### config.mk
export PLATFORM = sky130hd
export DESIGN_NAME = prng_share_ctrl_flat
export DESIGN_NICKNAME = d
export VERILOG_FILES = /design/src/rtl/prng_share_if.sv /design/src/rtl/prng_share_ctrl.sv /design/src/flat_wrapper.sv
export SDC_FILE = /design/constraint.sdc
export NUM_CORES = 1
export LEC_CHECK = 0
export BUFFER_PORTS_ARGS = -buffer_cell sky130_fd_sc_hd__buf_2
export CORE_UTILIZATION = 45
export DETAILED_ROUTE_END_ITERATION = 12
export GPL_TIMING_DRIVEN = 1
export MAX_ROUTING_LAYER = met4
export PLACE_DENSITY = 0.67
export SLEW_MARGIN = 20
export SYNTH_ARGS = -nofsm -noshare
export SYNTH_HDL_FRONTEND = slang
export SYNTH_SLANG_ARGS = --single-unit
### constraint.sdc
create_clock -name clk -period 6.75 [get_ports clk]
set_input_delay 2.025 -clock clk [delete_from_list [all_inputs] [get_ports clk]]
set_output_delay 2.025 -clock clk [all_outputs]
set_load 0.005 [all_outputs]
### src/rtl/prng_share_if.sv
`default_nettype none
// ============================================================================
// Module      : prng_share_if
// Description : Request/reseed/result bundle for the shared xorshift32 PRNG.
// Revision    : 1.0 - initial release
// ============================================================================
interface prng_share_if #(
    parameter int NREQ = 3
);
    localparam int c_IDW = (NREQ > 1) ? $clog2(NREQ) : 1;

    logic [NREQ-1:0]  req;
    logic [NREQ-1:0]  seed_we;
    logic [31:0]      seed_data;
    logic [NREQ-1:0]  gnt;
    logic             rnd_valid;
    logic [31:0]      rnd_data;
    logic [c_IDW-1:0] rnd_id;

    modport master (
        output req, seed_we, seed_data,
        input  gnt, rnd_valid, rnd_data, rnd_id
    );

    modport slave (
        input  req, seed_we, seed_data,
        output gnt, rnd_valid, rnd_data, rnd_id
    );
endinterface
`default_nettype wire

### src/rtl/prng_share_ctrl.sv
`default_nettype none
// ============================================================================
// Module      : prng_share_ctrl
// Description : One xorshift32 step shared round-robin among NREQ requesters,
//               each with a private state. PRNG_SHARE_STATS_EN adds counters.
// Revision    : 1.0 - initial release
// ============================================================================
module prng_share_ctrl #(
    parameter int          NREQ         = 3,
    parameter logic [31:0] DEFAULT_SEED = 32'h0000_0001
) (
    input  wire logic   clk,
    input  wire logic   rst,
    prng_share_if.slave bus
`ifdef PRNG_SHARE_STATS_EN
    ,
    output logic [NREQ*16-1:0] gnt_count
`endif
);
    localparam int c_IDW = (NREQ > 1) ? $clog2(NREQ) : 1;

    localparam logic [0:0] c_IDLE  = 1'b0;
    localparam logic [0:0] c_ISSUE = 1'b1;

    logic [0:0]       r_fsm;
    logic [0:0]       w_fsm_next;
    logic [31:0]      r_prng [NREQ];
    logic [31:0]      r_rnd_data;
    logic [c_IDW-1:0] r_rnd_id;
    logic [c_IDW-1:0] r_last;

    logic [NREQ-1:0]  w_elig;
    logic             w_found;
    logic [c_IDW-1:0] w_win;
    logic [c_IDW:0]   w_idx;
    logic [31:0]      w_step;
    logic [31:0]      w_seed;

    function automatic logic [31:0] f_step(input logic [31:0] x);
        logic [31:0] y;
        y = x ^ (x << 13);
        y = y ^ (y >> 17);
        y = y ^ (y << 5);
        return y;
    endfunction

    // A reseeding requester is never eligible in the same cycle.
    assign w_elig = bus.req & ~bus.seed_we;
    assign w_seed = (bus.seed_data == 32'h0) ? DEFAULT_SEED : bus.seed_data;
    assign w_step = f_step(r_prng[w_win]);

    // Round-robin search beginning one past the last winner, wrapping mod NREQ.
    always_comb begin
        w_found = 1'b0;
        w_win   = '0;
        w_idx   = '0;
        for (int k = 1; k <= NREQ; k++) begin
            w_idx = {1'b0, r_last} + (c_IDW+1)'(k);
            if (w_idx >= (c_IDW+1)'(NREQ)) begin
                w_idx = w_idx - (c_IDW+1)'(NREQ);
            end
            if (!w_found && w_elig[w_idx[c_IDW-1:0]]) begin
                w_found = 1'b1;
                w_win   = w_idx[c_IDW-1:0];
            end
        end
    end

    always_ff @(posedge clk or posedge rst) begin
        if (rst) begin
            r_fsm <= c_IDLE;
        end else begin
            r_fsm <= w_fsm_next;
        end
    end

    always_comb begin
        w_fsm_next = c_IDLE;
        case (r_fsm)
            c_IDLE:  w_fsm_next = w_found ? c_ISSUE : c_IDLE;
            c_ISSUE: w_fsm_next = w_found ? c_ISSUE : c_IDLE;
            default: w_fsm_next = c_IDLE;
        endcase
    end

    always_comb begin
        bus.gnt       = '0;
        bus.rnd_valid = 1'b0;
        if (r_fsm == c_ISSUE) begin
            bus.gnt[r_rnd_id] = 1'b1;
            bus.rnd_valid     = 1'b1;
        end
    end

    assign bus.rnd_data = r_rnd_data;
    assign bus.rnd_id   = r_rnd_id;

    always_ff @(posedge clk or posedge rst) begin
        if (rst) begin
            r_rnd_data <= 32'h0;
            r_rnd_id   <= '0;
            r_last     <= c_IDW'(NREQ - 1);
            for (int i = 0; i < NREQ; i++) begin
                r_prng[i] <= DEFAULT_SEED + 32'(i);
            end
        end else begin
            if (w_found) begin
                r_rnd_data <= w_step;
                r_rnd_id   <= w_win;
                r_last     <= w_win;
            end
            for (int i = 0; i < NREQ; i++) begin
                if (bus.seed_we[i]) begin
                    r_prng[i] <= w_seed;
                end else if (w_found && (w_win == c_IDW'(i))) begin
                    r_prng[i] <= w_step;
                end
            end
        end
    end

`ifdef PRNG_SHARE_STATS_EN
    logic [15:0] r_cnt [NREQ];

    always_ff @(posedge clk or posedge rst) begin
        if (rst) begin
            for (int i = 0; i < NREQ; i++) begin
                r_cnt[i] <= 16'h0;
            end
        end else begin
            for (int i = 0; i < NREQ; i++) begin
                if (bus.seed_we[i]) begin
                    r_cnt[i] <= 16'h0;
                end else if (w_found && (w_win == c_IDW'(i)) && (r_cnt[i] != 16'hFFFF)) begin
                    r_cnt[i] <= r_cnt[i] + 16'h1;
                end
            end
        end
    end

    for (genvar g = 0; g < NREQ; g++) begin : g_cnt
        assign gnt_count[g*16 +: 16] = r_cnt[g];
    end
`endif
endmodule
`default_nettype wire

### src/flat_wrapper.sv
// flat-port wrapper written by rule: the top's interface ports become plain ports
module prng_share_ctrl_flat 
#(
    parameter int          NREQ         = 3,
    parameter logic [31:0] DEFAULT_SEED = 32'h0000_0001
)
  (clk, rst, bus_req, bus_seed_we, bus_seed_data, bus_gnt, bus_rnd_valid, bus_rnd_data, bus_rnd_id);
  prng_share_if #(.NREQ(NREQ)) bus_i ();
  input  wire logic clk;
  input  wire logic rst;
  input wire logic [$bits(bus_i.req)-1:0] bus_req;
  input wire logic [$bits(bus_i.seed_we)-1:0] bus_seed_we;
  input wire logic [$bits(bus_i.seed_data)-1:0] bus_seed_data;
  output wire logic [$bits(bus_i.gnt)-1:0] bus_gnt;
  output wire logic [$bits(bus_i.rnd_valid)-1:0] bus_rnd_valid;
  output wire logic [$bits(bus_i.rnd_data)-1:0] bus_rnd_data;
  output wire logic [$bits(bus_i.rnd_id)-1:0] bus_rnd_id;
  assign bus_i.req = bus_req;
  assign bus_i.seed_we = bus_seed_we;
  assign bus_i.seed_data = bus_seed_data;
  assign bus_gnt = bus_i.gnt;
  assign bus_rnd_valid = bus_i.rnd_valid;
  assign bus_rnd_data = bus_i.rnd_data;
  assign bus_rnd_id = bus_i.rnd_id;
  prng_share_ctrl #(.NREQ(NREQ), .DEFAULT_SEED(DEFAULT_SEED)) u_core (.clk(clk), .rst(rst), .bus(bus_i));
endmodule
Yosys cells after proc, flatten, opt, wreduce, memory -nomap -nowiden. Cells that the tools add are included.

Register bits: 133. Memory bits (read-only): 0. Output and inout port bits: 38. Bits in latches: 0. Memory bits (writable): 0. Memories kept: 0. Logic and storage cells: 73. Input port bits: 40.

Shifts and indexed selects: 0. Div/mod/pow operators: 0. Magnitude comparators: 9. Reduce and logical (&&, ||, !) cells: 13. Bitwise logic cells: 6. Multipliers: 0. $add $sub $neg: 6. Mux-type cells: 30. Eq/ne operators: 2.

Operators by type and width (count): two-way mux 32 bit (9); binary-select mux 32 bit (select 2 bit) (1); XOR 32 bit (2); logical NOT 32 bit (1); XOR 32 x 15 -> 32 bit (1); less-than comparator 2 x 3 -> 1 bit (second input constant) (4); two-way mux 2 bit (6); >= comparator 3 x 2 -> 1 bit (second input constant) (3); two-way mux 1 bit (9); adder 2 x 2 -> 3 bit (second input constant) (2); binary-select mux 1 bit (select 2 bit) (3); logical AND 1 bit (6); nonzero test 2 bit (3); subtractor 2 bit (second input constant) (3); adder 2 x 1 -> 3 bit (second input constant) (1); bitwise AND 3 bit (1); >= comparator 3 bit (second input constant) (1); two-way mux 3 bit (1); inverter 2 -> 3 bit (1); inverter 3 bit (1); demux 1 bit (select 2 bit) (1); == test 2 x 1 -> 1 bit (second input constant) (1); == test 2 bit (second input constant) (1); >= comparator 2 x 1 -> 1 bit (second input constant) (1); other kinds (2) (3).

Logic depth before layout (Yosys ltp).
Word-level depth: 21. Mapped depth: 14. Depth with buffers taken out: 11.

Worst setup path before layout. OpenSTA, ideal clock, no wires.

Path kind: input to register. Start point: input port bus_req[1]. End point: register u_core.r_prng[16] (netlist bit). Cell stages on the path: 9. Slack: 2273 ps. Data arrival time: 4351 ps. Buffers on the path: 1. Library setup time: 126 ps. Cell sequence: nor2b_2 -> a211oi_1 -> o211a_1 -> buf_4 -> mux2i_1 -> a2bb2oi_2 -> xnor3_1 -> a21o_1 -> a221o_1.

Cells in the longest elaborated chain, start to end: 19.

Ends and longest elaborated chain: start: declaration (RTL line flat_wrapper.sv:11) `input wire logic [$bits(bus_i.req)-1:0] bus_req;`; bitwise AND 3 bit * (RTL line prng_share_ctrl.sv:48) `assign w_elig = bus.req & ~bus.seed_we;`; binary-select mux 1 bit (select 2 bit) (RTL line prng_share_ctrl.sv:62) `if (!w_found && w_elig[w_idx[c_IDW-1:0]]) begin`; two-way mux 1 bit (not written as such) (RTL line prng_share_ctrl.sv:62); two-way mux 1 bit (RTL line prng_share_ctrl.sv:62); logical NOT 1 bit (RTL line prng_share_ctrl.sv:62); logical AND 1 bit (RTL line prng_share_ctrl.sv:62); two-way mux 1 bit (RTL line prng_share_ctrl.sv:62); logical NOT 1 bit (RTL line prng_share_ctrl.sv:62); [... 2 more ...]; inverter 2 -> 3 bit (not written as such) (RTL line prng_share_ctrl.sv:50) `assign w_step = f_step(r_prng[w_win]);`; binary-select mux 32 bit (select 2 bit) (RTL line prng_share_ctrl.sv:50); two-way mux 32 bit (not written as such) (2 in series) (RTL line prng_share_ctrl.sv:50); XOR 32 bit (RTL line prng_share_ctrl.sv:41) `y = x ^ (x << 13);`; XOR 32 x 15 -> 32 bit (RTL line prng_share_ctrl.sv:42) `y = y ^ (y >> 17);`; XOR 32 bit (RTL line prng_share_ctrl.sv:43) `y = y ^ (y << 5);`; two-way mux 32 bit (RTL line prng_share_ctrl.sv:115) `end else if (w_found && (w_win == c_IDW'(i))) begin`; two-way mux 32 bit (RTL line prng_share_ctrl.sv:113) `if (bus.seed_we[i]) begin`; end signal: indexed assignment (RTL line prng_share_ctrl.sv:104) `r_prng[i] <= DEFAULT_SEED + 32'(i);`; end signal: indexed assignment (RTL line prng_share_ctrl.sv:114) `r_prng[i] <= w_seed;`; end signal: indexed assignment (RTL line prng_share_ctrl.sv:116) `r_prng[i] <= w_step;`; end: declaration (RTL line prng_share_ctrl.sv:27) `logic [31:0] r_prng [NREQ];`.

Mark *: on every way between the ends. The rest lies on a longest branch, timed or not. The select of a mux whose other input is x is not followed. A chain may end at the register's enable or synchronous reset.

Worst setup path in the final report.
Start point: input port bus_seed_we[2]. End point: register u_core.r_prng[54] (netlist bit).

Cells in the longest elaborated chain, start to end: 20.

Ends and longest elaborated chain: start: declaration (RTL line flat_wrapper.sv:12) `input wire logic [$bits(bus_i.seed_we)-1:0] bus_seed_we;`; inverter 3 bit * (RTL line prng_share_ctrl.sv:48); bitwise AND 3 bit * (RTL line prng_share_ctrl.sv:48); binary-select mux 1 bit (select 2 bit) (RTL line prng_share_ctrl.sv:62); two-way mux 1 bit (not written as such) (RTL line prng_share_ctrl.sv:62); two-way mux 1 bit (RTL line prng_share_ctrl.sv:62); logical NOT 1 bit (RTL line prng_share_ctrl.sv:62); logical AND 1 bit (RTL line prng_share_ctrl.sv:62); two-way mux 1 bit (RTL line prng_share_ctrl.sv:62); [... 3 more ...]; inverter 2 -> 3 bit (not written as such) (RTL line prng_share_ctrl.sv:50); binary-select mux 32 bit (select 2 bit) (RTL line prng_share_ctrl.sv:50); two-way mux 32 bit (not written as such) (2 in series) (RTL line prng_share_ctrl.sv:50); XOR 32 bit (RTL line prng_share_ctrl.sv:41); XOR 32 x 15 -> 32 bit (RTL line prng_share_ctrl.sv:42); XOR 32 bit (RTL line prng_share_ctrl.sv:43); two-way mux 32 bit (RTL line prng_share_ctrl.sv:115); two-way mux 32 bit (RTL line prng_share_ctrl.sv:113).

Marks and branches as above.

==> impl_metrics.yaml <==
sta:
  maxSlewViolCount: 0
  post-route-period-util: 0.8219
  post-route-min-period_ns: 5.548
  setup_tns_ns: 0
  fin_ws_ns: 1.202
  slew_headroom: 0.3252
  fin_worst_skew_ns: 0.006357
  max_freq_mhz: 180.2
  report.final.hold_viol_count: 0
  holdWs_ns: 0.4736
  setup_viol: 0
  rsz0062_at_grt: "no"
  tightest_slew_ns: 1.009
yosys:
  yosysTopAreaCell: "dfrtp_1"
  ys_seq_elements: 132
  syn_avg_cell_area_um2: 9.848
  yosys_warnings: 0
  ys_types: 62
  syn-num-nets: 805
  synth_edf_count: 0
  syn_inst: 761
  yosysMostFrequentCell: "dfrtp_1"
  ys.flop_type: "dfrtp_1"
  synth_top_area_frac: 0.4240
  synthTopCellsByCount: "dfrtp_1 (127), o21ai_0 (93), nand2_1 (91)"
  ys_seq_area_frac: 0.4416
  netlist_area_um2: 7495
  synth.area.top_cells: "dfrtp_1 (42%), o21ai_0 (6.2%), nand2_1 (4.6%), a22oi_1 (4.1%), xnor2_1 (4.0%)"
  ys_async_sr_fraction: 1.000
floorplan:
  die_h_um: 131.1
  chipWidth_um: 131.1
  core_um2: 16060
  die_area_um2: 17180
  start_util: 0.4667
  io_pins: 78
  rows: 46
detailed_routing:
  avgViaCountPerCell: 6.255
  drt_iter0_markers: 686
  drc: 0
  met1_length_um: 9732
  firstDrtPassIters: 5
  avgRoutedWirePerCell_um: 22.56
  finalWirelength_um: 23510
  wl_met3_um: 1896
  highest_layer: "met4"
  num_vias: 6518
  ant_nets: 0
  met2_length_um: 11290
layout:
  final_util: 0.5374
  nNetsFinal: 857
  nFillCells: 1420
  syn_to_final_growth_pct: 15.14
  antenna_cells: 0
  drive_above_1_share: 0.2240
  register_area_um2: 3309
  multi_input_area_um2: 3849
clocking:
  holdBufCountCts: 0
  ctsRootBufferMaster: "clkbuf_16"
  cts_sinks: 132
  cts-resized-gates: 0
  cts_tree: "yes"
  clk_latency_ns: 0.44
  cts_max_level: 4
  clock_path_buffers: 2
  post_cts_buffers: 0
  clkTransAtPathRegs_ns: 0.06
  cts_buffers: 17
global_route:
  grt_max_degree: 87
  gr-usage-all-layers: 0.3008
  grt_pass1_wl_um: 36470
  grt_pass1_vias: 6335
  grt_antenna_before_repair: 0
  globalRoute.totalOverflow: 0
worst_setup_path:
  criticalPathCategory: "in2reg"
  rrSetupSlack_ns: 1.85
  critPathLaunchType: "primary input"
  cp-end-kind: "register"
  r2r-start: "u_core.r_last[0]"
  rr_worst_depth: 12
  worstPathRequired_ns: 7.07
  cp_data_arrival_time_ns: 5.87
  worstReg2RegEnd: "u_core.r_prng[54]"
  path_max_fanout: 33
place:
  place_ws_ns: 0.9167
  dp_hpwl_um: 15500
  gp_congestion: 0.9087
  port_buffers: 77
min_path:
  hold_depth: 2
  hold_class: "reg2reg"
  hold_end: "u_core.bus.rnd_data[3]"
  hold_start: "u_core.bus.rnd_data[3]"
run_status:
  status: "complete, no violations"
job:
  cap_viol_max_count: 0
layout by cell type (no fill, tap or decap), types with 3 or more instances in the layout:
cell type and instances:
nor3b_1 5, nand2_1 91, nand4_1 4, mux2_2 12
a31oi_1 22, dfstp_2 5, inv_1 6, inv_6 3
nand2b_1 8, xnor3_1 4, o221ai_1 24, a21oi_1 32
clkbuf_16 17, nor4_1 8, a21oi_2 3, clkinv_4 3
xnor2_2 14, ha_1 4, xnor2_1 34, xor2_1 11
nor2b_1 9, o21ai_0 93, buf_2 77, a2bb2oi_2 7
a211oi_1 10, clkinvlp_4 3, a22oi_1 41, nor2_1 48
o21ai_1 14, buf_4 15, o31ai_1 4, xor2_2 3
nand3_1 5, a21o_1 10, bufinv_16 5, mux2i_1 10
dfrtp_1 127
worst max path at each step:
| stage | from | end | slack (ns) | cells after the start |
|---|---|---|---|---|
| 3_3_place_gp | bus_seed_we[0] | u_core.r_prng[14] | 1.01 | 11 |
| 6_report | bus_seed_we[2] | u_core.r_prng[54] | 1.20 | 12 |
| 4_1_cts | bus_seed_we[2] | u_core.r_prng[54] | 1.34 | 12 |
| 2_1_floorplan | rst | u_core.bus.rnd_data[0] | 1.21 | 1 |
| 5_1_grt | bus_seed_we[2] | u_core.r_prng[54] | 1.06 | 12 |
| 3_5_place_dp | bus_seed_we[2] | u_core.r_prng[54] | 0.92 | 12 |
state kept, by name, indices dropped and copies added (netlist names):
| register | flops |
|---|---|
| u_core.r_prng | 96 |
| u_core.bus.rnd_data | 32 |
| u_core.r_last | 2 |
| u_core.bus.rnd_id | 1 |
| u_core.r_fsm | 1 |
metrics by stage:
stage	std cells	instance area (um2)
finish	1042	8630
global route	1042	8630
CTS	1042	8630
detailed placement	1010	7975
global placement	1010	7975
floorplan	761	7495
cell families after synthesis:
group / after synthesis / share of synthesized area
AO/OA/AOI/OAI: 279 / 0.2508
AND/OR/NAND/NOR: 189 / 0.1160
flip-flops: 132 / 0.4416
XOR/XNOR: 68 / 0.1083
buffers and inverters: 67 / 0.04524
multiplexers: 22 / 0.03139
adder cells (fa/ha/maj): 4 / 0.006678
final cells by class:
| cell class | instances | share of cell area |
|---|---|---|
| Clock inverter | 14 | 0.02610 |
| Clock buffer | 18 | 0.04973 |
| Tap cell | 216 | 0.03132 |
| Multi-Input combinational cell | 562 | 0.4460 |
| Inverter | 7 | 0.003335 |
| Timing Repair Buffer | 93 | 0.06003 |
| Sequential cell | 132 | 0.3835 |
metal layers:
metal  vias to the layer above  global-route usage
met1                      3236              0.3898
li1                       2858                   -
met3                        57             0.05722
met5                         -                   -
met2                       367              0.4585
met4                         0              0.1346
critical path: stages:
cell,delay [ns]
buf_2,0.09
buf_4,0.34
nor4b_2,0.11
a311oi_2,0.41
nand3_1,0.81
buf_4,0.46
a31oi_1,0.16
a21oi_1,0.16
xnor2_2,0.37
xor2_1,0.48
o21ai_0,0.15
mux2_2,0.28
Power is left out: the tool's default activity adds up to more than one toggle a clock period on the data nets, which glitch-free logic cannot reach.
